===== src/rtl/way3_scrub_ctrl_pkg.sv =====
// way3_scrub_ctrl_pkg: shared state encoding and sizing helpers for the scrub controller
package way3_scrub_ctrl_pkg;
  typedef logic [1:0] scrub_state_t;
  localparam scrub_state_t S_IDLE   = 2'd0;
  localparam scrub_state_t S_REQ    = 2'd1;
  localparam scrub_state_t S_VERIFY = 2'd2;
  localparam scrub_state_t S_FAIL   = 2'd3;
  function automatic int timer_w(input int ack_timeout);
    return $clog2(ack_timeout + 1);
  endfunction
endpackage


===== src/rtl/way3_scrub_ctrl_if.sv =====
// way3_scrub_ctrl_if: voter-side inputs, scrub handshake and status bundle
interface way3_scrub_ctrl_if #(
  parameter int IN_WIDTH  = 32,
  parameter int CNT_WIDTH = 16
);
  logic                 en_i;
  logic [IN_WIDTH-1:0]  voted_i;
  logic                 error1_i;
  logic                 error2_i;
  logic                 clear_i;
  logic [CNT_WIDTH-1:0] threshold_i;
  logic                 scrub_req_o;
  logic [IN_WIDTH-1:0]  scrub_data_o;
  logic                 scrub_ack_i;
  logic [CNT_WIDTH-1:0] cnt1_o;
  logic [CNT_WIDTH-1:0] cnt2_o;
  logic                 fatal_o;
  logic                 timeout_o;
  logic                 irq_o;
  modport master (
    output en_i, voted_i, error1_i, error2_i, clear_i, threshold_i, scrub_ack_i,
    input  scrub_req_o, scrub_data_o, cnt1_o, cnt2_o, fatal_o, timeout_o, irq_o
  );
  modport slave (
    input  en_i, voted_i, error1_i, error2_i, clear_i, threshold_i, scrub_ack_i,
    output scrub_req_o, scrub_data_o, cnt1_o, cnt2_o, fatal_o, timeout_o, irq_o
  );
endinterface


===== src/rtl/way3_scrub_ctrl_sat_counter.sv =====
// sat_counter: event counter that sticks at all-ones instead of wrapping
module sat_counter #(
  parameter int WIDTH = 16
) (
  input  logic             clk_i,
  input  logic             rst_i,
  input  logic             clr_i,
  input  logic             inc_i,
  output logic [WIDTH-1:0] cnt_o
);
  logic [WIDTH-1:0] cnt_q;
  // clear wins over increment; increment stops at saturation
  always_ff @(posedge clk_i or posedge rst_i)
    if (rst_i) cnt_q <= '0;
    else if (clr_i) cnt_q <= '0;
    else if (inc_i && cnt_q != '1) cnt_q <= cnt_q + WIDTH'(1);
  assign cnt_o = cnt_q;
endmodule


===== src/rtl/way3_scrub_ctrl.sv =====
// way3_scrub_ctrl: requests replica rewrites after voter discrepancies and tracks scrub health
module way3_scrub_ctrl
  import way3_scrub_ctrl_pkg::*;
#(
  parameter int IN_WIDTH    = 32,
  parameter int CNT_WIDTH   = 16,
  parameter int MAX_RETRY   = 2,
  parameter int ACK_TIMEOUT = 15
) (
  input logic            clk_i,
  input logic            rst_i,
  way3_scrub_ctrl_if.slave bus
);
  localparam int TW = timer_w(ACK_TIMEOUT);
  localparam int RW = $clog2(MAX_RETRY + 1);
  scrub_state_t         state_q, state_d;
  logic [TW-1:0]        timer_q, timer_d;
  logic [RW-1:0]        retry_q, retry_d;
  logic [IN_WIDTH-1:0]  data_q, data_d;
  logic                 req_q, req_d, fatal_q, fatal_d, timeout_q, timeout_d, irq_q, irq_d;
  logic                 err2_q, start, inc2, thr_hit;
  logic [CNT_WIDTH-1:0] cnt1, cnt2;
  assign start   = ~bus.clear_i & ~bus.error2_i & bus.en_i & bus.error1_i & (state_q == S_IDLE);
  assign inc2    = bus.error2_i & ~err2_q;
  assign thr_hit = start && cnt1 != '1 && bus.threshold_i != '0 && (cnt1 + CNT_WIDTH'(1)) == bus.threshold_i;
  sat_counter #(.WIDTH(CNT_WIDTH)) u_cnt1 (
    .clk_i(clk_i), .rst_i(rst_i), .clr_i(bus.clear_i), .inc_i(start), .cnt_o(cnt1)
  );
  sat_counter #(.WIDTH(CNT_WIDTH)) u_cnt2 (
    .clk_i(clk_i), .rst_i(rst_i), .clr_i(bus.clear_i), .inc_i(inc2), .cnt_o(cnt2)
  );
  // next state: clear, then no-majority, then ack, then ack timeout, then single discrepancy
  always_comb begin
    state_d   = state_q;
    timer_d   = timer_q;
    retry_d   = retry_q;
    data_d    = data_q;
    req_d     = req_q;
    fatal_d   = fatal_q;
    timeout_d = timeout_q;
    irq_d     = thr_hit;
    if (bus.clear_i) begin
      state_d   = S_IDLE;
      timer_d   = '0;
      retry_d   = '0;
      req_d     = 1'b0;
      fatal_d   = 1'b0;
      timeout_d = 1'b0;
      irq_d     = 1'b0;
    end else if (bus.error2_i && state_q != S_FAIL) begin
      state_d = S_FAIL;
      req_d   = 1'b0;
      fatal_d = 1'b1;
      irq_d   = 1'b1;
    end else begin
      case (state_q)
        S_IDLE:
          if (start) begin
            state_d = S_REQ;
            data_d  = bus.voted_i;
            retry_d = RW'(1);
            timer_d = '0;
            req_d   = 1'b1;
          end
        S_REQ:
          if (bus.scrub_ack_i) begin
            state_d = S_VERIFY;
            req_d   = 1'b0;
          end else if (timer_q == TW'(ACK_TIMEOUT - 1)) begin
            state_d   = S_IDLE;
            req_d     = 1'b0;
            timeout_d = 1'b1;
            irq_d     = 1'b1;
          end else timer_d = timer_q + TW'(1);
        S_VERIFY:
          if (!bus.error1_i) state_d = S_IDLE;
          else if (retry_q < RW'(MAX_RETRY)) begin
            state_d = S_REQ;
            data_d  = bus.voted_i;
            retry_d = retry_q + RW'(1);
            timer_d = '0;
            req_d   = 1'b1;
          end else begin
            state_d = S_FAIL;
            fatal_d = 1'b1;
            irq_d   = 1'b1;
          end
        default: state_d = state_q;
      endcase
    end
  end
  // state registers; reset drops the request without waiting for a clock
  always_ff @(posedge clk_i or posedge rst_i)
    if (rst_i) begin
      state_q   <= S_IDLE;
      timer_q   <= '0;
      retry_q   <= '0;
      data_q    <= '0;
      req_q     <= 1'b0;
      fatal_q   <= 1'b0;
      timeout_q <= 1'b0;
      irq_q     <= 1'b0;
      err2_q    <= 1'b0;
    end else begin
      state_q   <= state_d;
      timer_q   <= timer_d;
      retry_q   <= retry_d;
      data_q    <= data_d;
      req_q     <= req_d;
      fatal_q   <= fatal_d;
      timeout_q <= timeout_d;
      irq_q     <= irq_d;
      err2_q    <= bus.error2_i;
    end
  assign bus.scrub_req_o  = req_q;
  assign bus.scrub_data_o = data_q;
  assign bus.cnt1_o       = cnt1;
  assign bus.cnt2_o       = cnt2;
  assign bus.fatal_o      = fatal_q;
  assign bus.timeout_o    = timeout_q;
  assign bus.irq_o        = irq_q;
endmodule


===== src/flat_wrapper.sv =====
// flat-port wrapper written by rule: the top's interface ports become plain ports
module way3_scrub_ctrl_flat import way3_scrub_ctrl_pkg::*;
#(
  parameter int IN_WIDTH    = 32,
  parameter int CNT_WIDTH   = 16,
  parameter int MAX_RETRY   = 2,
  parameter int ACK_TIMEOUT = 15
)
  (clk_i, rst_i, bus_en_i, bus_voted_i, bus_error1_i, bus_error2_i, bus_clear_i, bus_threshold_i, bus_scrub_ack_i, bus_scrub_req_o, bus_scrub_data_o, bus_cnt1_o, bus_cnt2_o, bus_fatal_o, bus_timeout_o, bus_irq_o);
  way3_scrub_ctrl_if #(.IN_WIDTH(IN_WIDTH), .CNT_WIDTH(CNT_WIDTH)) bus_i ();
  input logic clk_i;
  input logic rst_i;
  input wire logic [$bits(bus_i.en_i)-1:0] bus_en_i;
  input wire logic [$bits(bus_i.voted_i)-1:0] bus_voted_i;
  input wire logic [$bits(bus_i.error1_i)-1:0] bus_error1_i;
  input wire logic [$bits(bus_i.error2_i)-1:0] bus_error2_i;
  input wire logic [$bits(bus_i.clear_i)-1:0] bus_clear_i;
  input wire logic [$bits(bus_i.threshold_i)-1:0] bus_threshold_i;
  input wire logic [$bits(bus_i.scrub_ack_i)-1:0] bus_scrub_ack_i;
  output wire logic [$bits(bus_i.scrub_req_o)-1:0] bus_scrub_req_o;
  output wire logic [$bits(bus_i.scrub_data_o)-1:0] bus_scrub_data_o;
  output wire logic [$bits(bus_i.cnt1_o)-1:0] bus_cnt1_o;
  output wire logic [$bits(bus_i.cnt2_o)-1:0] bus_cnt2_o;
  output wire logic [$bits(bus_i.fatal_o)-1:0] bus_fatal_o;
  output wire logic [$bits(bus_i.timeout_o)-1:0] bus_timeout_o;
  output wire logic [$bits(bus_i.irq_o)-1:0] bus_irq_o;
  assign bus_i.en_i = bus_en_i;
  assign bus_i.voted_i = bus_voted_i;
  assign bus_i.error1_i = bus_error1_i;
  assign bus_i.error2_i = bus_error2_i;
  assign bus_i.clear_i = bus_clear_i;
  assign bus_i.threshold_i = bus_threshold_i;
  assign bus_i.scrub_ack_i = bus_scrub_ack_i;
  assign bus_scrub_req_o = bus_i.scrub_req_o;
  assign bus_scrub_data_o = bus_i.scrub_data_o;
  assign bus_cnt1_o = bus_i.cnt1_o;
  assign bus_cnt2_o = bus_i.cnt2_o;
  assign bus_fatal_o = bus_i.fatal_o;
  assign bus_timeout_o = bus_i.timeout_o;
  assign bus_irq_o = bus_i.irq_o;
  way3_scrub_ctrl #(.IN_WIDTH(IN_WIDTH), .CNT_WIDTH(CNT_WIDTH), .MAX_RETRY(MAX_RETRY), .ACK_TIMEOUT(ACK_TIMEOUT)) u_core (.clk_i(clk_i), .rst_i(rst_i), .bus(bus_i));
endmodule

===== config.mk =====
export PLATFORM = sky130hd
export DESIGN_NAME = way3_scrub_ctrl_flat
export DESIGN_NICKNAME = d
export VERILOG_FILES = /design/src/rtl/way3_scrub_ctrl_pkg.sv /design/src/rtl/way3_scrub_ctrl_if.sv /design/src/rtl/way3_scrub_ctrl_sat_counter.sv /design/src/rtl/way3_scrub_ctrl.sv /design/src/flat_wrapper.sv
export SDC_FILE = /design/constraint.sdc
export NUM_CORES = 1
export LEC_CHECK = 0
export ABC_AREA = 1
export ABC_CLOCK_PERIOD_IN_PS = 2800
export BUFFER_PORTS_ARGS = -buffer_cell sky130_fd_sc_hd__buf_4
export CORE_UTILIZATION = 50
export DETAILED_ROUTE_END_ITERATION = 8
export PLACE_DENSITY = 0.81
export SETUP_SLACK_MARGIN = 0.2
export SLEW_MARGIN = 25
export SYNTH_ARGS = -nofsm -noshare
export SYNTH_HDL_FRONTEND = slang
export SYNTH_SLANG_ARGS = --single-unit

===== constraint.sdc =====
create_clock -name clk_i -period 2.8 [get_ports clk_i]
set_input_delay 0 -clock clk_i [delete_from_list [all_inputs] [get_ports clk_i]]
set_output_delay 0 -clock clk_i [all_outputs]
set_load 0.03 [all_outputs]

==> results of run 1 <==
## layer usage
metal  track usage [%]  share of wire (%)  wire length [µm]
met1              36.4                 43              5110
met2              48.1                 49              5820
met3              7.33                7.4               877
met4              7.18               0.93               111
met5                 0                  0                 0
## state kept, by name, summed over array words and instances (netlist names), 2 cells and up
signal / flops
u_core.bus.scrub_data_o: 32
u_core.timer_q: 4
u_core.u_cnt1.cnt_o: 16
u_core.state_q: 2
u_core.u_cnt2.cnt_o: 16
u_core.retry_q: 2
## cell families (layout without fill, tap and decap cells)
group / Yosys count / after routing / synth area share, %
and+or+nand+nor: 270 / 270 / 28.2
DFF: 77 / 77 / 45.2
buffers and inverters: 71 / 239 / 6.95
AOI/OAI and AO/OA: 62 / 62 / 8.04
muxes: 32 / 32 / 8.45
adders and majority gates: 8 / 8 / 2.35
xor gates and xnor gates: 4 / 4 / 0.821
## worst paths after layout
kind                                        startpoint                     endpoint  cells after the start
setup / recovery                u_core.u_cnt1.cnt_o[0]      u_core.u_cnt1.cnt_o[13]                      7
hold / removal                         bus_scrub_ack_i         u_core.bus.timeout_o                      3
setup reg to reg                u_core.u_cnt1.cnt_o[0]      u_core.u_cnt1.cnt_o[13]                      7
hold reg to reg            u_core.bus.scrub_data_o[31]  u_core.bus.scrub_data_o[31]                      1
max in group asynchronous                        rst_i  u_core.bus.scrub_data_o[13]                      4
min in group asynchronous                        rst_i  u_core.bus.scrub_data_o[20]                      3
## power by group through the flow
stage	logic (mW)	clock network, mW	registers, mW
2_1_floorplan	0.646	0	2.07
4_1_cts	1.83	0.855	1.57
5_1_grt	1.98	0.914	1.62
3_3_place_gp	1.75	0	1.57
3_5_place_dp	1.79	0	1.59
6_report	1.85	0.838	1.59
## critical path: stages (launching register included)
cell and delay (ns):
dfrtp_1 0.49, ha_1 0.25, nand2_2 0.10, nor2_4 0.17, nand4_2 0.15, o21ai_2 0.47, nand2_2 0.35, o21ai_0 0.25
## final cells by class
| class | count | area (µm²) | share of cell area [%] |
|---|---|---|---|
| timing repair buffer | 162 | 1300 | 22.4 |
| tap | 105 | 131 | 2.25 |
| inverter | 62 | 233 | 3.99 |
| multi-input combinational | 376 | 2040 | 35.1 |
| clock inverter | 4 | 48.8 | 0.837 |
| clock buffer | 11 | 141 | 2.43 |
| sequential | 77 | 1930 | 33.1 |
## cell usage in the layout (no fill, tap or decap), drive strengths merged, types with 17 or more instances in the layout
cell	instances
nor2	65
o21ai	29
dfrtp	77
nand3	45
buf	127
nand2	131
mux2	32
a21oi	17
inv	62
dlygate4sd3	35
## metrics by stage
step | total power, mW | utilization, % | instance area [µm²] | instances | setup slack [ns]
after floorplan | 2.72 | - | 4270 | 524 | 0.833
after global placement | 3.32 | 64.4 | 5290 | 747 | 0.701
after detailed placement | 3.38 | 64.4 | 5290 | 747 | 0.577
after CTS | 4.26 | 70.9 | 5830 | 797 | 0.556
after global routing | 4.52 | 70.9 | 5830 | 797 | 0.314
final | 4.28 | 70.9 | 5830 | 797 | 0.485
==> flow_metrics.env, run 1 <==
export IMPL_outcome="finished, final reports clean"
export IMPL_antenna_found_initial=0
export IMPL_grtUsageTotal_pct=28.5
export IMPL_maxSlewViolCount=0
export IMPL_reg2reg_slack_ns=0.48
export IMPL_tns_ns=0
export IMPL_grt_pass1_vias=4223
export IMPL_cts_tree="built"
export IMPL_p_int_mw=2.60
export IMPL_post_route_period_util_pct=82.7
export IMPL_dp_hpwl_um=8160
export IMPL_diodes=0
export IMPL_numCtsBuffers=9
export IMPL_clk_pin_slew_ns=0.08
export IMPL_die_h_um=94.4
export IMPL_drc_errors=0
export IMPL_slew_headroom_pct=60.0
export IMPL_syn_area_per_cell_um2=8.14
export IMPL_drive_above_1_share_pct=28.0
export IMPL_path_max_fanout=15
export IMPL_ys_ff_latch=77
export IMPL_synth_edf_count=0
export IMPL_cp_start_kind="register"
export IMPL_yosysWarningCount=0
export IMPL_skew_ns=0.00826
export IMPL_fillers=643
export IMPL_synth_commonest_cells="nand2_1 (125), dfrtp_1 (77), inv_1 (59), nor2_1 (58), nand3_1 (44)"
export IMPL_power_leakage_nw=2.83
export IMPL_ys_types=33
export IMPL_synth_flop_cell="dfrtp_1"
export IMPL_vdd_drop_max_mv=0.728
export IMPL_syn_area_um2=4270
export IMPL_hold_viol=0
export IMPL_fmax_ghz=0.432
export IMPL_avgViaCountPerCell=5.32
export IMPL_clock_sinks=77
export IMPL_crit_required_ns=3.06
export IMPL_cts_setup_buffers=0
export IMPL_synth_most_common_cell="nand2_1"
export IMPL_grt_pass1_wl_um=19400
export IMPL_yosysTopAreaCell="dfrtp_1"
export IMPL_cts_resized=0
export IMPL_postSynth_asyncResetShare_pct=100
export IMPL_arrival_ns=2.57
export IMPL_ctsHoldBuffers=35
export IMPL_root_buffer="clkbuf_8"
export IMPL_area_delta_synth_final_pct=36.6
export IMPL_drt_iter0_drc=239
export IMPL_vias=4240
export IMPL_core_area_um2=8220
export IMPL_place_gp_congestion=0.842
export IMPL_p_sw_mw=1.69
export IMPL_setup_viol=0
export IMPL_fin_hold_ws_ns=0.0167
export IMPL_die_x_um=94.4
export IMPL_clkPwrFrac_pct=19.6
export IMPL_ios=123
export IMPL_comb_power_share_pct=43.3
export IMPL_clk_latency_ns=0.34
export IMPL_grt_max_degree=33
export IMPL_row_count=33
export IMPL_firstDrtPassIters=5
export IMPL_drv_cap=0
export IMPL_postRouteAntennaNets=0
export IMPL_synth_area_leaders="dfrtp_1 (45%), nand2_1 (11%), mux2_2 (8.4%), inv_1 (5.2%), nand3_1 (5.2%)"
export IMPL_switching_share_pct=39.4
export IMPL_wl_per_cell_um=15.0
export IMPL_power_density_nw_per_um2=735
export IMPL_clockBufferDepth=2
export IMPL_period_needed_ns=2.32
export IMPL_tightestPinTransition_ns=0.599
export IMPL_nets=751
export IMPL_pwr_share_seq_pct=37.2
export IMPL_h_tree_depth=3
export IMPL_grt_overflow_total=0
export IMPL_seq_area_frac_synth_pct=45.2
export IMPL_fp_dieArea_um2=8910
export IMPL_io_buffer_count=122
export IMPL_min_path_type="in -> reg"
export IMPL_worstSetupPathType="reg -> reg"
export IMPL_rsz0062_at_grt="no"
export IMPL_drt_wl_total_um=11900
export IMPL_syn_num_nets=587
export IMPL_start_util_pct=51.9
export IMPL_yosysTopAreaCellShare_pct=45.2
export IMPL_critPathCaptureType="register"
export IMPL_synthCells=524
Power figures use the tool's default switching activity.
==> run 2: changes to the inputs <==
Settings changed: ABC_AREA 1 to 0, ABC_CLOCK_PERIOD_IN_PS 2800 to 2200.
Clock period 2.8 ns to 2.2 ns, I/O delays scaled along.
==> run 2 against run 1 <==
  * Setup slack worse by 0.28 ns
  * Clock power is 18% higher
  * Critical path depth is 1 higher
  * Sequential share of layout area is 1.4 points lower
  * Register-to-register slack worse by 0.28 ns
  * Wire length is 1.3% higher
  * Synthesized cell count is 25% lower
  * First-iteration DRC count is 42% lower
  * Maximum frequency is 16% higher
  * Via count is 9.9% lower
  * Largest power group unchanged
  * Highest routed layer unchanged
==> flow_metrics.env, run 2 <==
export IMPL_cp_start_kind="register"
export IMPL_final_cell_area_um2=6100
export IMPL_die_x_um=94.0
export IMPL_start_util_pct=51.5
export IMPL_maxSlewViolCount=0
export IMPL_ys_ff_latch=77
export IMPL_slowest_delay_ns=0.43
export IMPL_drive_above_1_share_pct=41.0
export IMPL_drv_cap=0
export IMPL_synth_flop_cell="dfrtp_1"
export IMPL_yosysTopAreaCellShare_pct=45.5
export IMPL_drt_iter0_drc=139
export IMPL_synth_most_common_cell="dfrtp_1"
export IMPL_syn_area_per_cell_um2=10.7
export IMPL_largest_reg_flops=32
export IMPL_firstDrtPassIters=4
export IMPL_min_path_type="in -> reg"
export IMPL_vdd_drop_max_mv=0.464
export IMPL_nets=637
export IMPL_avgViaCountPerCell=5.59
export IMPL_synth_simple_gate_area_share_pct=16.6
export IMPL_dpl_cell_area_um2=5340
export IMPL_synth_edf_count=0
export IMPL_cpLargestDelayFamily="simple AND/OR/NAND/NOR gates"
export IMPL_rsz0062_at_grt="yes"
export IMPL_yosysWarningCount=0
export IMPL_drc_errors=0
export IMPL_vias=3820
export IMPL_root_buffer="clkbuf_8"
export IMPL_power_density_nw_per_um2=846
export IMPL_synth_top_family_by_area="simple AND/OR/NAND/NOR gates"
export IMPL_path_buf_inv=1
export IMPL_grt_pass1_wl_um=18500
export IMPL_row_count=33
export IMPL_die_h_um=94.0
export IMPL_critPathCaptureType="register"
export IMPL_path_max_fanout=8
export IMPL_period_needed_ns=2.00
export IMPL_fmax_ghz=0.500
export IMPL_syn_num_nets=457
export IMPL_wl_per_cell_um=17.7
export IMPL_power_leakage_nw=2.92
export IMPL_synth_commonest_cells="dfrtp_1 (77), nor2_1 (32), mux2_4 (30), o21ai_0 (30), nand2_1 (25)"
export IMPL_synthXorXnorAreaFrac_pct=7.86
export IMPL_tightestPinTransition_ns=0.718
export IMPL_cts_tree="built"
export IMPL_synth_area_leaders="dfrtp_1 (46%), mux2_4 (11%), xnor2_1 (4.1%), xor2_1 (3.7%), o21ai_0 (3.5%)"
export IMPL_clk_latency_ns=0.34
export IMPL_grt_max_degree=46
export IMPL_ys_types=51
export IMPL_layout_commonest_cell="buf_4"
export IMPL_synthCells=394
export IMPL_antenna_found_initial=0
export IMPL_crit_required_ns=2.42
export IMPL_ios=123
export IMPL_fp_dieArea_um2=8840
export IMPL_post_route_period_util_pct=90.9
export IMPL_muxShareOfSynthArea_pct=11.9
export IMPL_crit_chain="ha_4 > and2_4 > and4_4 > a311oi_2 > buf_4 > nand4_1 > xor2_1 > nor2_1"
export IMPL_h_tree_depth=3
export IMPL_setup_viol=0
export IMPL_layout_setup_ws_ns=0.201
export IMPL_clock_sinks=77
export IMPL_postRouteAntennaNets=0
export IMPL_core_area_um2=8220
export IMPL_outcome="finished, final reports clean"
export IMPL_grt_pass1_vias=3781
export IMPL_clockBufferDepth=2
export IMPL_area_delta_synth_final_pct=44.1
export IMPL_tns_ns=0
export IMPL_hold_viol=0
export IMPL_fillers=538
export IMPL_dp_hpwl_um=7250
export IMPL_io_buffer_count=122
export IMPL_postSynth_asyncResetShare_pct=100
export IMPL_arrival_ns=2.22
export IMPL_grt_overflow_total=0
export IMPL_skew_ns=0.0122
export IMPL_synth_adder_area_share_pct=2.36
export IMPL_crit_slowest_cell="dfrtp_2"
export IMPL_worstSetupPathType="reg -> reg"
export IMPL_mostFrequentLayoutCells="buf_4 (149), dfrtp_1 (71), dlygate4sd3_1 (34)"
export IMPL_drt_wl_total_um=12100
export IMPL_numCtsBuffers=9
export IMPL_syn_area_um2=4230
export IMPL_pre_cts_ws_ns=0.0693
export IMPL_diodes=0
export IMPL_place_gp_congestion=0.889
export IMPL_grtUsageTotal_pct=27.2
export IMPL_slew_headroom_pct=52.0
export IMPL_yosysTopAreaCell="dfrtp_1"
export IMPL_synth_compound_area_share_pct=12.1
export IMPL_clk_pin_slew_ns=0.08
export IMPL_seq_area_frac_synth_pct=45.5
## run 2: changes by cell type after synthesis, sizes merged, moves of 6 or more
| cell | delta |
|---|---|
| xnor2 | +18 |
| xor2 | +16 |
| and3 | +10 |
| clkbuf | +8 |
| o22ai | -7 |
| inv | -52 |
| nor2 | -33 |
| and4 | +6 |
| o31ai | +12 |
| nand3 | -30 |
| nand2 | -106 |
## run 2: final cells by class
class | count | area (µm²) | share of cell area (%)
multi-input cells | 288 | 2270 | 37.2
clock inverters | 3 | 21.3 | 0.349
flip-flops and latches | 77 | 1930 | 31.7
inverters | 10 | 41.3 | 0.677
well taps | 105 | 131 | 2.15
repair buffers | 188 | 1550 | 25.4
clock buffers | 12 | 155 | 2.54
## run 2: what timing repair did
| action | 4_1_cts | 5_1_grt |
|---|---|---|
| pin swaps | 7 | 11 |
| buffers inserted | 10 | 6 |
| gates cloned | 1 | 0 |
| hold buffers | 34 | 0 |
| gates resized for setup | 13 | 11 |
| hold endpoints to repair | 65 | 0 |
| endpoints found under the setup margin | 44 | 22 |
## run 2: cell families after synthesis
logic type                 Yosys count
adders and majority gates            8
buffers and inverters               29
and+or+nand+nor                    132
xor gates and xnor gates            38
muxes                               35
DFF                                 77
AOI/OAI and AO/OA                   75
## run 2: path summary, 6_finish.rpt
| check | startpoint | endpoint | slack, ns | depth (start not counted) |
|---|---|---|---|---|
| max in group asynchronous | rst_i | u_core.u_cnt1.cnt_o[1] | 1.15 | 4 |
| min | bus_scrub_ack_i | u_core.bus.timeout_o | 0.03 | 4 |
| max reg2reg | u_core.u_cnt2.cnt_o[1] | u_core.u_cnt2.cnt_o[5] | 0.20 | 8 |
| min in group asynchronous | rst_i | u_core.bus.scrub_data_o[11] | 0.34 | 3 |
| min reg2reg | u_core.bus.timeout_o | u_core.bus.timeout_o | 0.50 | 2 |
| max | u_core.u_cnt2.cnt_o[1] | u_core.u_cnt2.cnt_o[5] | 0.20 | 8 |
## run 2: worst min-delay path: stages
cell	delay, ns
buf_4	0.10
nor3b_1	0.05
a21oi_1	0.14
nor2_1	0.05
## run 2: routing by layer
layer | up-vias | global-route usage, % | share of wire [%]
li1 | 1768 | - | -
met3 | 22 | 4.85 | 5.4
met1 | 1882 | 33.0 | 40
met4 | 0 | 8.97 | 1.6
met5 | - | 0 | 0
met2 | 148 | 48.4 | 53
## run 2: power breakdown
| group | switching [mW] | total, mW | internal (mW) |
|---|---|---|---|
| sequential | 0.231 | 1.97 | 1.74 |
| clock | 0.523 | 0.990 | 0.467 |
| combinational | 1.15 | 2.20 | 1.05 |
## run 2: per-stage QoR
step,power (mW),util [%],hold WS (ns),instances
after global routing,5.39,74.3,0.0419,683
after global placement,3.92,64.9,0.147,617
after floorplan,3.23,-,0.0314,394
final,5.16,74.3,0.0268,683
after detailed placement,3.98,64.9,0.154,617
after CTS,5.08,73.1,0.0227,677
==> run 3: changes to the inputs <==
==> constraint.sdc (replaced) <==
create_clock -name clk_i -period 2.2 [get_ports clk_i]
set_input_delay 0.44 -clock clk_i [delete_from_list [all_inputs] [get_ports clk_i]]
set_output_delay 0.44 -clock clk_i [all_outputs]
set_load 0.03 [all_outputs]
==> run 3 against run 2 <==
  * Die area unchanged
  * Flip-flop and latch count is the same
  * Clock power rose by 23%
  * Via count fell by 5.1%
  * Sequential share of layout area grew 1.4 points
  * Non-clock buffer count is 32 lower
  * Critical path type unchanged
==> flow_metrics.env, run 3 (synthesis results as in run 2) <==
export IMPL_layout_setup_ws_ns=0.158
export IMPL_drc_errors=0
export IMPL_clk_pin_slew_ns=0.09
export IMPL_period_needed_ns=2.04
export IMPL_largest_reg_flops=32
export IMPL_area_delta_synth_final_pct=38.0
export IMPL_r2r_start="u_core.state_q[1]"
export IMPL_vias=3624
export IMPL_hold_viol=0
export IMPL_skew_ns=0.0108
export IMPL_start_util_pct=51.5
export IMPL_arrival_ns=2.27
export IMPL_fmax_ghz=0.490
export IMPL_place_gp_congestion=0.929
export IMPL_post_route_util_pct=71.1
export IMPL_drt_wl_total_um=10800
export IMPL_drv_cap=0
export IMPL_tightestPinTransition_ns=0.532
export IMPL_layoutNonFillerInstCount=652
export IMPL_root_buffer="clkbuf_8"
export IMPL_nets=605
export IMPL_fp_dieArea_um2=8840
export IMPL_mostFrequentLayoutCells="buf_4 (151), dfrtp_1 (72), mux2_4 (30)"
export IMPL_row_count=33
export IMPL_die_h_um=94.0
export IMPL_numCtsBuffers=9
export IMPL_rsz0062_at_grt="yes"
export IMPL_grt_max_degree=78
export IMPL_avgViaCountPerCell=5.56
export IMPL_diodes=0
export IMPL_io_buffer_count=122
export IMPL_antenna_found_initial=0
export IMPL_postRouteAntennaNets=0
export IMPL_slew_headroom_pct=64.2
export IMPL_min_path_type="in -> async"
export IMPL_grt_pass1_wl_um=16700
export IMPL_reg2reg_slack_ns=0.16
export IMPL_reg2reg_depth=8
export IMPL_firstDrtPassIters=4
export IMPL_drt_iter0_drc=176
export IMPL_ios=123
export IMPL_fillers=573
export IMPL_critPathCaptureType="register"
export IMPL_setup_viol=0
export IMPL_grtUsageTotal_pct=24.3
export IMPL_clockBufferDepth=2
export IMPL_power_density_nw_per_um2=910
export IMPL_path_max_fanout=16
export IMPL_drive_above_1_share_pct=43.5
export IMPL_cts_tree="built"
export IMPL_layout_commonest_cell="buf_4"
export IMPL_p_total_mw=5.32
export IMPL_tns_ns=0
export IMPL_h_tree_depth=3
export IMPL_die_x_um=94.0
export IMPL_placedCellCount=622
export IMPL_wl_per_cell_um=16.5
export IMPL_worstSetupPathType="reg -> reg"
export IMPL_core_area_um2=8220
export IMPL_clk_latency_ns=0.35
export IMPL_power_leakage_nw=2.81
export IMPL_cp_start_kind="register"
export IMPL_vdd_drop_max_mv=0.467
export IMPL_reg2reg_to="u_core.bus.scrub_data_o[2]"
export IMPL_post_route_period_util_pct=92.8
export IMPL_maxSlewViolCount=0
export IMPL_dp_hpwl_um=7320
export IMPL_ctsHoldBuffers=0
export IMPL_clock_sinks=77
export IMPL_grt_pass1_vias=3440
export IMPL_outcome="finished, final reports clean"
export IMPL_grt_overflow_total=0
export IMPL_pre_cts_ws_ns=0.0375
export IMPL_crit_required_ns=2.43
## run 3: changes by cell type in the layout (fill, tap and decap cells not counted), sizes merged
| cell | before | now |
|---|---|---|
| bufinv | 0 | 2 |
| buf | 154 | 156 |
| clkbuf | 12 | 9 |
| inv | 9 | 11 |
| clkinv | 2 | 1 |
| clkinvlp | 2 | 3 |
| dlygate4sd3 | 34 | 0 |
## run 3: cell type report
class                      count  area, µm²  share of cell area, %
tap                          105        131                   2.25
timing repair buffer         156       1230                   21.1
sequential                    77       1930                   33.1
inverter                      10       41.3                  0.707
clock inverter                 7       97.6                   1.67
multi-input combinational    288       2280                   39.1
clock buffer                   9        124                   2.12
## run 3: through the flow
step / hold WS [ns] / cell area [µm²]
after floorplan: 0.469 / 4270
after global placement: 0.487 / 5370
after detailed placement: 0.495 / 5370
after CTS: 0.207 / 5670
after global routing: 0.216 / 5840
final: 0.195 / 5840
## run 3: how the worst max path moves through the flow
stage	startpoint	to	slack, ns
finish	u_core.state_q[1]	u_core.bus.scrub_data_o[2]	0.16
global route	u_core.state_q[1]	u_core.bus.scrub_data_o[19]	0.11
CTS	u_core.u_cnt1.cnt_o[1]	u_core.bus.irq_o	0.21
detailed placement	bus_error2_i	u_core.bus.scrub_data_o[19]	0.04
global placement	bus_error2_i	u_core.bus.scrub_data_o[13]	0.10
floorplan	u_core.u_cnt1.cnt_o[0]	u_core.u_cnt1.cnt_o[9]	0.20
## run 3: power by group
| part | internal [mW] | leakage, nW | switching [mW] | total (mW) |
|---|---|---|---|---|
| Combinational | 1.03 | 1.71 | 1.12 | 2.15 |
| Sequential | 1.74 | 0.992 | 0.211 | 1.95 |
| Clock | 0.645 | 0.106 | 0.580 | 1.22 |
## run 3: layer usage
layer	vias up	track usage, %	part of all wire, %
met1	1770	32.5	43
met3	12	5.18	5.6
met2	139	39.7	50
met4	0	6.67	1.3
li1	1703	-	-
met5	-	0	0
## run 3: repair_timing
action | CTS | global route
gates cloned | 1 | 0
endpoints found under the setup margin | 48 | 57
pin swaps | 3 | 12
buffers inserted | 2 | 11
gates resized for setup | 9 | 16
## run 3: critical path, stage by stage, from the launching register on
cell and delay, ns:
dfrtp_1 0.45, inv_2 0.11, ha_4 0.19, buf_12 0.12, a22oi_4 0.16, o211ai_2 0.12
or2_4 0.28, buf_12 0.17, mux2_4 0.31
